--- config.mk ---
export PLATFORM = sky130hd
export DESIGN_NAME = jtag_master_shifter
export DESIGN_NICKNAME = d
export VERILOG_FILES = /design/src/rtl/jtag_master_shifter.sv
export SDC_FILE = /design/constraint.sdc
export NUM_CORES = 1
export LEC_CHECK = 0
export ABC_AREA = 1
export BUFFER_PORTS_ARGS = -buffer_cell sky130_fd_sc_hd__buf_2
export CAP_MARGIN = 20
export CORE_UTILIZATION = 40
export DETAILED_ROUTE_END_ITERATION = 7
export HOLD_SLACK_MARGIN = 0.15
export PLACE_DENSITY_LB_ADDON = 0.2
export SYNTH_ARGS = -nofsm -noshare
export SYNTH_HDL_FRONTEND = slang
export SYNTH_SLANG_ARGS = --single-unit
export TNS_END_PERCENT = 30
--- constraint.sdc ---
create_clock -name clk -period 3.6 [get_ports clk]
set_input_delay 0.36 -clock clk [delete_from_list [all_inputs] [get_ports clk]]
set_output_delay 0.36 -clock clk [all_outputs]
set_load 0.01 [all_outputs]
--- src/rtl/jtag_master_shifter.sv ---
// rtl/jtag_master_shifter.sv - JTAG initiator engine: TAP reset, IR/DR scan and idle clocking
module jtag_master_shifter #(
    parameter int CLK_DIV = 4
) (
    input  logic        clk,
    input  logic        reset_n,
    input  logic        cmd_valid,
    output logic        cmd_ready,
    input  logic [1:0]  cmd_op,
    input  logic [4:0]  cmd_len,
    input  logic [31:0] cmd_tdi,
    output logic        rsp_valid,
    output logic [31:0] rsp_tdo,
    output logic        busy,
    output logic        tck_o,
    output logic        tms_o,
    output logic        tdi_o,
    input  logic        tdo_i
);
    typedef enum logic [2:0] {S_IDLE, S_HDR, S_SHIFT, S_TAIL, S_DONE} state_t;

    localparam logic [1:0] OP_RESET = 2'b00;
    localparam logic [1:0] OP_IR    = 2'b01;
    localparam logic [1:0] OP_DR    = 2'b10;
    localparam logic [1:0] OP_IDLE  = 2'b11;

    localparam logic [8:0] CNT_LAST = 9'(2 * CLK_DIV - 1);
    localparam logic [8:0] CNT_RISE = 9'(CLK_DIV);

    state_t      state, state_nxt;
    logic [1:0]  op_q;
    logic [4:0]  len_q;
    logic [31:0] tdi_q;
    logic [31:0] tdo_q;
    logic [4:0]  idx, idx_nxt;
    logic        fin, fin_nxt;
    logic [8:0]  cnt;
    logic        accept, active, fall, rise, scan_op, tms_val;
    logic [2:0]  hdr_last;
    logic [7:0]  hdr_pat;

    assign accept    = cmd_valid && (state == S_IDLE);
    assign active    = (state == S_HDR) || (state == S_SHIFT) || (state == S_TAIL);
    assign fall      = active && (cnt == 9'd0);
    assign rise      = active && (cnt == CNT_RISE);
    assign scan_op   = (op_q == OP_IR) || (op_q == OP_DR);
    assign busy      = (state != S_IDLE);
    assign cmd_ready = (state == S_IDLE);
    assign rsp_valid = (state == S_DONE);

    // Header TMS pattern, bit i = TMS of header TCK i
    always_comb begin
        hdr_last = 3'd2;
        hdr_pat  = 8'b0000_0001;
        case (op_q)
            OP_RESET: begin
                hdr_last = 3'd5;
                hdr_pat  = 8'b0001_1111;
            end
            OP_IR: begin
                hdr_last = 3'd3;
                hdr_pat  = 8'b0000_0011;
            end
            default: ;
        endcase
    end

    always_comb begin
        tms_val = 1'b1;
        case (state)
            S_HDR:   tms_val = hdr_pat[idx[2:0]];
            S_SHIFT: tms_val = scan_op && (idx == len_q);
            S_TAIL:  tms_val = (idx == 5'd0);
            default: ;
        endcase
    end

    // idx/state advance on the TCK rising edge; fin marks that the TCK in flight is the last one
    always_comb begin
        state_nxt = state;
        idx_nxt   = idx;
        fin_nxt   = fin;
        case (state)
            S_IDLE: begin
                if (cmd_valid) begin
                    state_nxt = (cmd_op == OP_IDLE) ? S_SHIFT : S_HDR;
                    idx_nxt   = 5'd0;
                    fin_nxt   = 1'b0;
                end
            end
            S_HDR: begin
                if (rise) begin
                    if (idx == {2'b00, hdr_last}) begin
                        if (op_q == OP_RESET) begin
                            fin_nxt = 1'b1;
                        end else begin
                            state_nxt = S_SHIFT;
                            idx_nxt   = 5'd0;
                        end
                    end else begin
                        idx_nxt = idx + 5'd1;
                    end
                end
            end
            S_SHIFT: begin
                if (rise) begin
                    if (idx == len_q) begin
                        if (op_q == OP_IDLE) begin
                            fin_nxt = 1'b1;
                        end else begin
                            state_nxt = S_TAIL;
                            idx_nxt   = 5'd0;
                        end
                    end else begin
                        idx_nxt = idx + 5'd1;
                    end
                end
            end
            S_TAIL: begin
                if (rise) begin
                    if (idx == 5'd1) begin
                        fin_nxt = 1'b1;
                    end else begin
                        idx_nxt = idx + 5'd1;
                    end
                end
            end
            S_DONE:  state_nxt = S_IDLE;
            default: state_nxt = S_IDLE;
        endcase
        if (fall && fin) begin
            state_nxt = S_DONE;
        end
    end

    always_ff @(posedge clk or negedge reset_n) begin
        if (!reset_n) begin
            state <= S_IDLE;
        end else begin
            state <= state_nxt;
        end
    end

    always_ff @(posedge clk or negedge reset_n) begin
        if (!reset_n) begin
            idx     <= 5'd0;
            fin     <= 1'b0;
            cnt     <= 9'd0;
            op_q    <= 2'b00;
            len_q   <= 5'd0;
            tdi_q   <= 32'd0;
            tdo_q   <= 32'd0;
            tck_o   <= 1'b0;
            tms_o   <= 1'b1;
            tdi_o   <= 1'b1;
            rsp_tdo <= 32'd0;
        end else begin
            idx <= idx_nxt;
            fin <= fin_nxt;
            if (accept) begin
                op_q  <= cmd_op;
                len_q <= cmd_len;
                tdi_q <= cmd_tdi;
                tdo_q <= 32'd0;
                cnt   <= 9'd0;
            end else if (active) begin
                cnt <= (cnt == CNT_LAST) ? 9'd0 : cnt + 9'd1;
            end
            if (fall) begin
                tck_o <= 1'b0;
                if (fin) begin
                    tdi_o   <= 1'b1;
                    rsp_tdo <= tdo_q;
                end else begin
                    tms_o <= tms_val;
                    tdi_o <= (state == S_SHIFT) ? tdi_q[idx] : 1'b1;
                end
            end
            if (rise) begin
                tck_o <= 1'b1;
                if ((state == S_SHIFT) && scan_op) begin
                    tdo_q[idx] <= tdo_i;
                end
            end
        end
    end
endmodule

**Word level (Yosys, flattened, before mapping)**

Index checks and enable logic that the tools add are counted.

- Muxes and demuxes: 50
- Reductions and logical operators: 23
- $add $sub $neg: 2
- Bitwise logic cells: 1
- $lt $le $gt $ge: 3
- Equal/unequal tests: 33

Operators with widths:

| cell | count |
|---|---|
| 2-to-1 mux 32 bit | 3 |
| 2-to-1 mux 5 bit | 9 |
| bitwise mux 32 bit | 1 |
| 2-to-1 mux 9 bit | 3 |
| 2-to-1 mux 3 bit | 8 |
| one-hot mux 5 bit (4 select lines) | 1 |
| equality test 9 x 3 -> 1 bit (second input constant) | 2 |
| 2-to-1 mux 1 bit | 16 |
| AND reduction 8 bit | 2 |
| inequality test 3 x 2 -> 1 bit (second input constant) | 5 |
| inequality test 2 x 1 -> 1 bit (second input constant) | 6 |
| one-hot mux 3 bit (4 select lines) | 1 |
| inequality test 2 bit (second input constant) | 5 |
| one-hot mux 5 bit (2 select lines) | 1 |
| AND reduction 10 bit | 1 |
| adder 9 x 1 -> 9 bit (second input constant) | 1 |
| logical NOT 9 bit | 1 |
| logical AND 1 bit | 7 |
| equality test 2 bit (second input constant) | 3 |
| equality test 3 x 2 -> 1 bit (second input constant) | 2 |
| < comparator 5 x 6 -> 1 bit (second input constant) | 1 |
| inequality test 3 x 1 -> 1 bit (second input constant) | 2 |
| inequality test 3 bit (second input constant) | 2 |
| one-hot mux 3 bit (2 select lines) | 1 |
| other kinds (24) | 28 |

- Bits of input ports: 43
- Register bits: 124

**Logic depth before layout (Yosys ltp)**

Gate-level depths: netlist (run 1).

- Depth after elaboration: 7
- Mapped depth: 13
- Gate-level depth less buffers: 13

**Worst setup path before layout (run 1)**

OpenSTA, ideal clock, no wires.

- Kind: reg-to-reg
- Start: register idx[0]
- End: register tdo_q[18]
- Required time: 3469 ps
- Slack: 1852 ps
- Setup time: 131 ps
- Data arrival time: 1617 ps
- Stages on the path, launching flop included: 10
- Cell sequence: dfrtp_1 > clkbuf_1 > inv_1 > clkbuf_1 > ha_1 > inv_1 > nor3_4 > nand2_1 > nand3_1 > o21ai_1

- Cells in the longest elaborated chain, start to end: 7
- Elaborated cells on any way between the ends: 8

Ends and longest elaborated chain:

| element | RTL line | source |
|---|---|---|
| from (decl) | 35 | `logic [4:0] idx, idx_nxt;` |
| from (signal assigned) | 158 | `idx <= idx_nxt;` |
| < comparator 5 x 6 -> 1 bit (implied by the code) or greater-or-equal comparator 5 x 1 -> 1 bit (tied branches) | 182 | `tdo_q[idx] <= tdo_i;` |
| logical AND 1 bit (implied by the code) | 182 |  |
| 2-to-1 mux 1 bit (implied by the code) | 182 |  |
| demux 1 bit (select 5 bit) (*) | 182 |  |
| bitwise mux 32 bit (*) | 182 |  |
| 2-to-1 mux 32 bit (*) | 181 | `if ((state == S_SHIFT) && scan_op) begin` |
| 2-to-1 mux 32 bit (*) | 179 | `if (rise) begin` |
| to (signal, indexed assignment) | 182 |  |
| to (decl) | 34 | `logic [31:0] tdo_q;` |

Mark *: on every way between the ends. The rest lies on a longest branch, timed or not.
A chain may end at the register's enable or synchronous reset.

**Final worst setup path (run 1)**

- Start: register idx[1]
- End: register fin

- Cells in the longest elaborated chain, start to end: 3
- Elaborated cells on any way between the ends: 7

Ends and longest elaborated chain:

| element | RTL line | source |
|---|---|---|
| equality test 5 x 1 -> 1 bit (tied with other cells) | 121 | `if (idx == 5'd1) begin` |
| inequality test 2 x 1 -> 1 bit (no source line) | -- |  |
| AND reduction 10 bit (no source line) (*) | -- |  |
| to (signal assigned) | 159 | `fin <= fin_nxt;` |
| to (decl) | 36 | `logic fin, fin_nxt;` |

Marked as above.

==> key figures, run 1 <==
Status
  – Status: finished clean

Setup path
  – RR Endpoint: fin$_DFFE_PN0P_
  – Worst-path maximum fanout: 16
  – R2r startpoint: idx[1]$_DFFE_PN0P_
  – Most used cell, CP: nand2_1
  – FF-to-FF path depth: 11
  – Critical-path cell list: inv_1, nand2_1, nand2_1, nor2_1, nand3_1, nand2_1, inv_1, nor2_1, nand2_1, nand2_1, nand2_1
  – Critical Path End Type: register
  – Highest-delay cell along the critical path: dfrtp_1
  – WP data arrival: 2.55 ns
  – CP Launch Type: register
  – Kind of critical path: reg -> reg
  – Flop2flop setup slack: 1.36 ns
  – Critical Path RT: 3.91 ns
  – Largest stage delay, worst path: 0.68 ns

Route
  – First-pass detailed-route iteration total: 4
  – Total number of vias: 5370
  – Wirelength per Cell: 13.4 um
  – Post-route antenna net violation count: 0
  – Initial drt markers: 294
  – DR vias/cell: 4.79
  – DRC: 0
  – Final WL: 15.0 mm

Place
  – RePlAce Congestion: 0.823
  – IO Port Bufs: 80
  – Placed instance area: 6730 sq um
  – Placement Setup Slack: 1.39 ns
  – Final HPWL DP: 10.1 mm

Synthesis
  – Synth warnings: 0
  – Syn Nets: 858
  – Ranking of synthesized cells by area: dfrtp_1, nand2_1, nor2_1
  – Synthesized area: 6190 sq um
  – Seq/Total Area, Yosys: 50.2%
  – Cell taking the most area after synthesis: dfrtp_1
  – Synth top area share: 49.3%
  – Synthesized flop and latch total: 124
  – Avg Inst Size Synth: 7.69 sq um
  – Main synth FF type: dfrtp_1
  – Distinct cell type count after synthesis: 33
  – Post-synth EDFFs: 0
  – Syn Inst Count: 805
  – FFs w/ async S/R, synth: 100%

Timing
  – Fmax achieved: 0.447 GHz
  – Worst Max-Slew Pin Slew: 0.855 ns
  – Fin. Hold Viols: 0
  – Final setup TNS: 0 ns
  – # setup viols final: 0
  – Final period util: 62.1%
  – Fin crit period: 2.24 ns
  – Worst Slack Setup Final: 1.36 ns
  – Clock skew: 0.0168 ns
  – Slew margin rel.: 42.5%
  – Pins Over Slew Limit: 0
  – RSZ-0062 raised after global routing: no

Floorplan
  – Die W: 126 um
  – Core ar.: 15100 sq um
  – Die area: 16000 sq um
  – Ports: 81
  – Row count: 45
  – Initial core utilization: 40.9%
  – Die H: 126 um

Power and ir drop
  – Lkg Pwr: 0.00409 uW
  – VDD IR max: 483 uV
  – Power density cells: 815 nW/um^2

Final layout
  – ANT cells: 0
  – Layout cell share with drive strength beyond 1: 16.4%
  – Fin nets: 972
  – Fin area: 7720 sq um
  – Layout area overhead: 24.7%

Global route
  – First-pass GRT wire length: 25.5 mm
  – Initial antenna violation count: 0
  – Tot GR Track Use: 20.4%
  – GRT overflow: 0
  – Vias in the first global route: 5222
  – Largest net degree at the start of global routing: 68

Clock tree
  – Setup Fix Bufs, Post-CTS: 0
  – CTS Hold Bufs: 36
  – Clock Sinks: 124
  – CTS Buf Count: 17
  – Clk slew on worst S/H paths: 0.06 ns
  – Post-CTS sizing: 0
  – TritonCTS clock tree: done
  – H-tree lvl count: 4
  – Clk buf depth: 2
  – Clk_lat worst skew: 0.43 ns
  – CTS root buffer: clkbuf_16

Hold path
  – Worst hold-check path type: in -> reg
  – WHS Path Cells: 3
  – Hold_sp: cmd_op[0]
  – Hold Path Sink: op_q[0]$_DFFE_PN0P_

Run
  – Max_cap viols: 0
where the power goes:
part	switching (uW)	total, uW	leakage [uW]	internal (uW)
Sequential	361	2230	0.00163	1870
Combinational	1470	2280	0.00215	808
Clock	599	1780	0.000301	1180
Total	2430	6290	0.00409	3850
how the worst max path moves through the flow:
stage	start	end	slack, ns
4_1_cts	idx[1]$_DFFE_PN0P_	fin$_DFFE_PN0P_	1.37
6_report	idx[1]$_DFFE_PN0P_	fin$_DFFE_PN0P_	1.36
3_5_place_dp	idx[1]$_DFFE_PN0P_	fin$_DFFE_PN0P_	1.39
3_3_place_gp	idx[1]$_DFFE_PN0P_	fin$_DFFE_PN0P_	1.38
5_1_grt	idx[1]$_DFFE_PN0P_	fin$_DFFE_PN0P_	1.06
2_1_floorplan	idx[0]$_DFFE_PN0P_	tdo_q[18]$_DFF_PN0_	1.85
sequential cells by signal, indices dropped and copies added (netlist names), 2 cells and up:
name     cells
cnt          9
idx          5
len_q        5
op_q         2
rsp_tdo     32
state        3
tdi_q       32
tdo_q       32
final cells by class:
cell class / instances / area [sq um]
repair buffers: 124 / 826
clock inverters: 6 / 108
fillers: 1479 / 7430
clock buffers: 26 / 509
multi-input cells: 599 / 2730
well taps: 188 / 235
flip-flops and latches: 124 / 3110
inverters: 53 / 201
placed cells by master (no fill, tap or decap), types with 2 or more instances in the layout:
| cell | n |
|---|---|
| a21oi_1 | 26 |
| nor3_4 | 2 |
| nand2_4 | 4 |
| nor3_1 | 4 |
| buf_4 | 8 |
| nand3_2 | 2 |
| clkbuf_1 | 4 |
| nand4_1 | 4 |
| inv_1 | 45 |
| nand2_1 | 332 |
| bufinv_16 | 3 |
| o21ai_0 | 38 |
| nor2_1 | 86 |
| nand2_2 | 6 |
| dfrtp_1 | 122 |
| inv_2 | 7 |
| xor2_1 | 4 |
| nor2_2 | 4 |
| buf_2 | 79 |
| xnor2_1 | 2 |
| clkbuf_16 | 17 |
| nor2_4 | 8 |
| a21boi_0 | 2 |
| dlygate4sd3_1 | 37 |
| clkbuf_8 | 5 |
| dfstp_2 | 2 |
| o21ai_1 | 14 |
| ha_1 | 10 |
| clkinv_2 | 2 |
| nand3_1 | 44 |
cell families (layout without fill, tap and decap cells):
group	after synthesis	in the layout	synth area share (%)
AO/OA/AOI/OAI	84	84	7.06
buffers and inverters	82	209	5.64
AND/OR/NAND/NOR	499	499	34.2
XOR/XNOR	6	6	0.849
adder cells (fa/ha/maj)	10	10	2.02
flip-flops	124	124	50.2
cells in the mapped netlist (4+ instances only):
library cell  number
nor2_1            86
inv_2              7
o21ai_1           14
nand4_1            4
nor3_1             4
buf_2             19
xor2_1             4
nor2_2             4
dfrtp_1          122
ha_1              10
nand3_1           44
clkbuf_1           8
inv_1             45
nor2_4             8
nand2_4            4
nand2_1          332
o21ai_0           38
nand2_2            6
a21oi_1           26
metal layers:
metal,share of wire [%],routed length (um),GRT usage [%]
met5,0,0,0
met4,1.7,248,6.80
met3,4.2,629,5.27
met2,46,6900,32.7
met1,48,7230,27.0
through the flow:
stage	util, %	hold WS (ns)	cells	power, uW
after floorplan	-	0.0644	805	3890
after global placement	44.4	0.422	1051	4490
after detailed placement	44.4	0.424	1051	4510
after CTS	50.9	0.152	1119	6340
after global routing	51.0	0.164	1120	6810
final	51.0	0.160	1120	6290
critical path: cells and delay by family, from the launching register on:
kind          cells  cell delay, ns
simple gates      9            0.97
flops             1            0.68
buf+inv           2            0.46
Power figures use the tool's default switching activity.
==> run 2: changes to the inputs <==
clock period = 2.3 ns   (was 3.6 ns; I/O delays follow)
==> key figures, run 2 (same netlist as run 1, synthesis figures left out) <==
Status
  – Status: finished clean

Route
  – Final WL: 14.9 mm
  – DR vias/cell: 4.77
  – First-pass detailed-route iteration total: 5
  – Total number of vias: 5399
  – Wirelength per Cell: 13.1 um
  – Post-route antenna net violation count: 0
  – Initial drt markers: 313
  – DRC: 0

Timing
  – Fmax achieved: 0.528 GHz
  – # setup viols final: 0
  – Pins Over Slew Limit: 0
  – Fin. Hold Viols: 0
  – RSZ-0062 raised after global routing: no
  – Clock skew: 0.00773 ns
  – Final period util: 82.4%
  – Worst hold slack: 0.232 ns
  – Slew margin rel.: 60.8%
  – Final setup TNS: 0 ns
  – Worst Max-Slew Pin Slew: 0.587 ns
  – Fin crit period: 1.90 ns

Final layout
  – ANT cells: 0
  – Layout area overhead: 28.0%
  – Fin nets: 983
  – Layout cell share with drive strength beyond 1: 17.4%
  – Regs by FF count: rsp_tdo (32), tdi_q (32), tdo_q (32)
  – Commonest non-fill, non-tap cells in the layout: nand2_1, dfrtp_1, nor2_1, buf_2, inv_1
  – Most common cell after layout, fill and taps aside: nand2_1

Setup path
  – R2r startpoint: idx[0]$_DFFE_PN0P_
  – CP Launch Type: register
  – Highest-delay cell along the critical path: dfrtp_1
  – Worst Setup EP: state[0]$_DFFE_PN0P_
  – Most used cell, CP: nor2_1
  – Worst-path maximum fanout: 11
  – RR Endpoint: state[0]$_DFFE_PN0P_
  – Critical Path Source: idx[0]$_DFFE_PN0P_
  – Flop2flop setup slack: 0.40 ns
  – WP data arrival: 2.24 ns
  – Largest stage delay, worst path: 0.44 ns
  – Critical Path RT: 2.65 ns
  – Critical-path cell list: buf_4, xor2_1, nor2_1, nand3_1, nand2_1, inv_1, nor2_1, nor2_1, nor2_1
  – FF-to-FF path depth: 9
  – Critical Path End Type: register
  – Kind of critical path: reg -> reg

Clock tree
  – CTS root buffer: clkbuf_16
  – Clock Sinks: 124
  – TritonCTS clock tree: done
  – Clk buf depth: 2
  – H-tree lvl count: 4
  – CTS Buf Count: 17
  – Setup Fix Bufs, Post-CTS: 0
  – Clk slew on worst S/H paths: 0.06 ns
  – Clk_lat worst skew: 0.42 ns

Global route
  – Vias in the first global route: 5306
  – First-pass GRT wire length: 25.8 mm
  – Initial antenna violation count: 0
  – GRT overflow: 0
  – Tot GR Track Use: 20.6%
  – Largest net degree at the start of global routing: 57

Floorplan
  – Row count: 45
  – Die W: 126 um
  – Core ar.: 15100 sq um
  – Die H: 126 um
  – Initial core utilization: 40.9%
  – Ports: 81
  – Die area: 16000 sq um

Run
  – Max_cap viols: 0

Power and ir drop
  – Lkg Pwr: 0.00419 uW
  – Power density cells: 1300 nW/um^2
  – VDD IR max: 534 uV

Place
  – Final HPWL DP: 10.1 mm
  – IO Port Bufs: 80
  – RePlAce Congestion: 0.825

Hold path
  – Worst hold-check path type: in -> reg
run 2: what timing repair did:
item / in CTS / in global routing
hold endpoints to repair: 72 / 0
hold buffers: 40 / 0
resized for setup: 0 / 0
run 2: worst min-delay path by stage:
stage	cells past startpoint	slack [ns]	startpoint	endpoint
6_report	3	0.23	tdo_i	tdo_q[19]$_DFF_PN0_
5_1_grt	3	0.24	tdo_i	tdo_q[8]$_DFF_PN0_
4_1_cts	3	0.21	tdo_i	tdo_q[19]$_DFF_PN0_
3_5_place_dp	1	0.24	reset_n	cnt[4]$_DFFE_PN0P_
3_3_place_gp	1	0.24	reset_n	rsp_tdo[21]$_DFFE_PN0P_
2_1_floorplan	0	-0.07	reset_n	cnt[0]$_DFFE_PN0P_
run 2: area by class of cell:
type | instances | area [sq um]
clock buffer | 19 | 443
clock inverter | 13 | 259
fill | 1473 | 7230
inverter | 53 | 201
multi-input combinational | 599 | 2730
sequential | 124 | 3110
tap | 188 | 235
timing repair buffer | 135 | 941
run 2: where the power goes:
group | total, uW | internal [uW] | switching [uW]
logic | 3740 | 1330 | 2420
registers | 3410 | 2920 | 484
clock network | 3180 | 2180 | 1000
total | 10300 | 6430 | 3900
run 2: layer usage:
metal	vias to the layer above	routed length, um	GRT usage (%)
li1	2790	-	-
met1	2485	7340	27.9
met2	108	6820	33.2
met3	16	503	3.71
met4	0	197	7.44
met5	-	0	0
run 2: worst max-delay path: cells and delay by family (launching register included):
family                    cells  cell delay, ns
buffers and inverters         2            0.31
DFF                           1            0.44
xor gates and xnor gates      1            0.17
and+or+nand+nor               6            0.91
run 2: stage by stage:
| step | util [%] | power (uW) | instances | area, sq um | setup slack (ns) |
|---|---|---|---|---|---|
| final | 52.3 | 10300 | 1131 | 7920 | 0.405 |
| after global routing | 52.3 | 11200 | 1131 | 7920 | 0.187 |
| after CTS | 52.3 | 10400 | 1131 | 7920 | 0.395 |
| after detailed placement | 45.0 | 7140 | 1059 | 6820 | 0.403 |
| after global placement | 45.0 | 7120 | 1059 | 6820 | 0.405 |
| after floorplan | - | 6090 | 805 | 6190 | 0.552 |
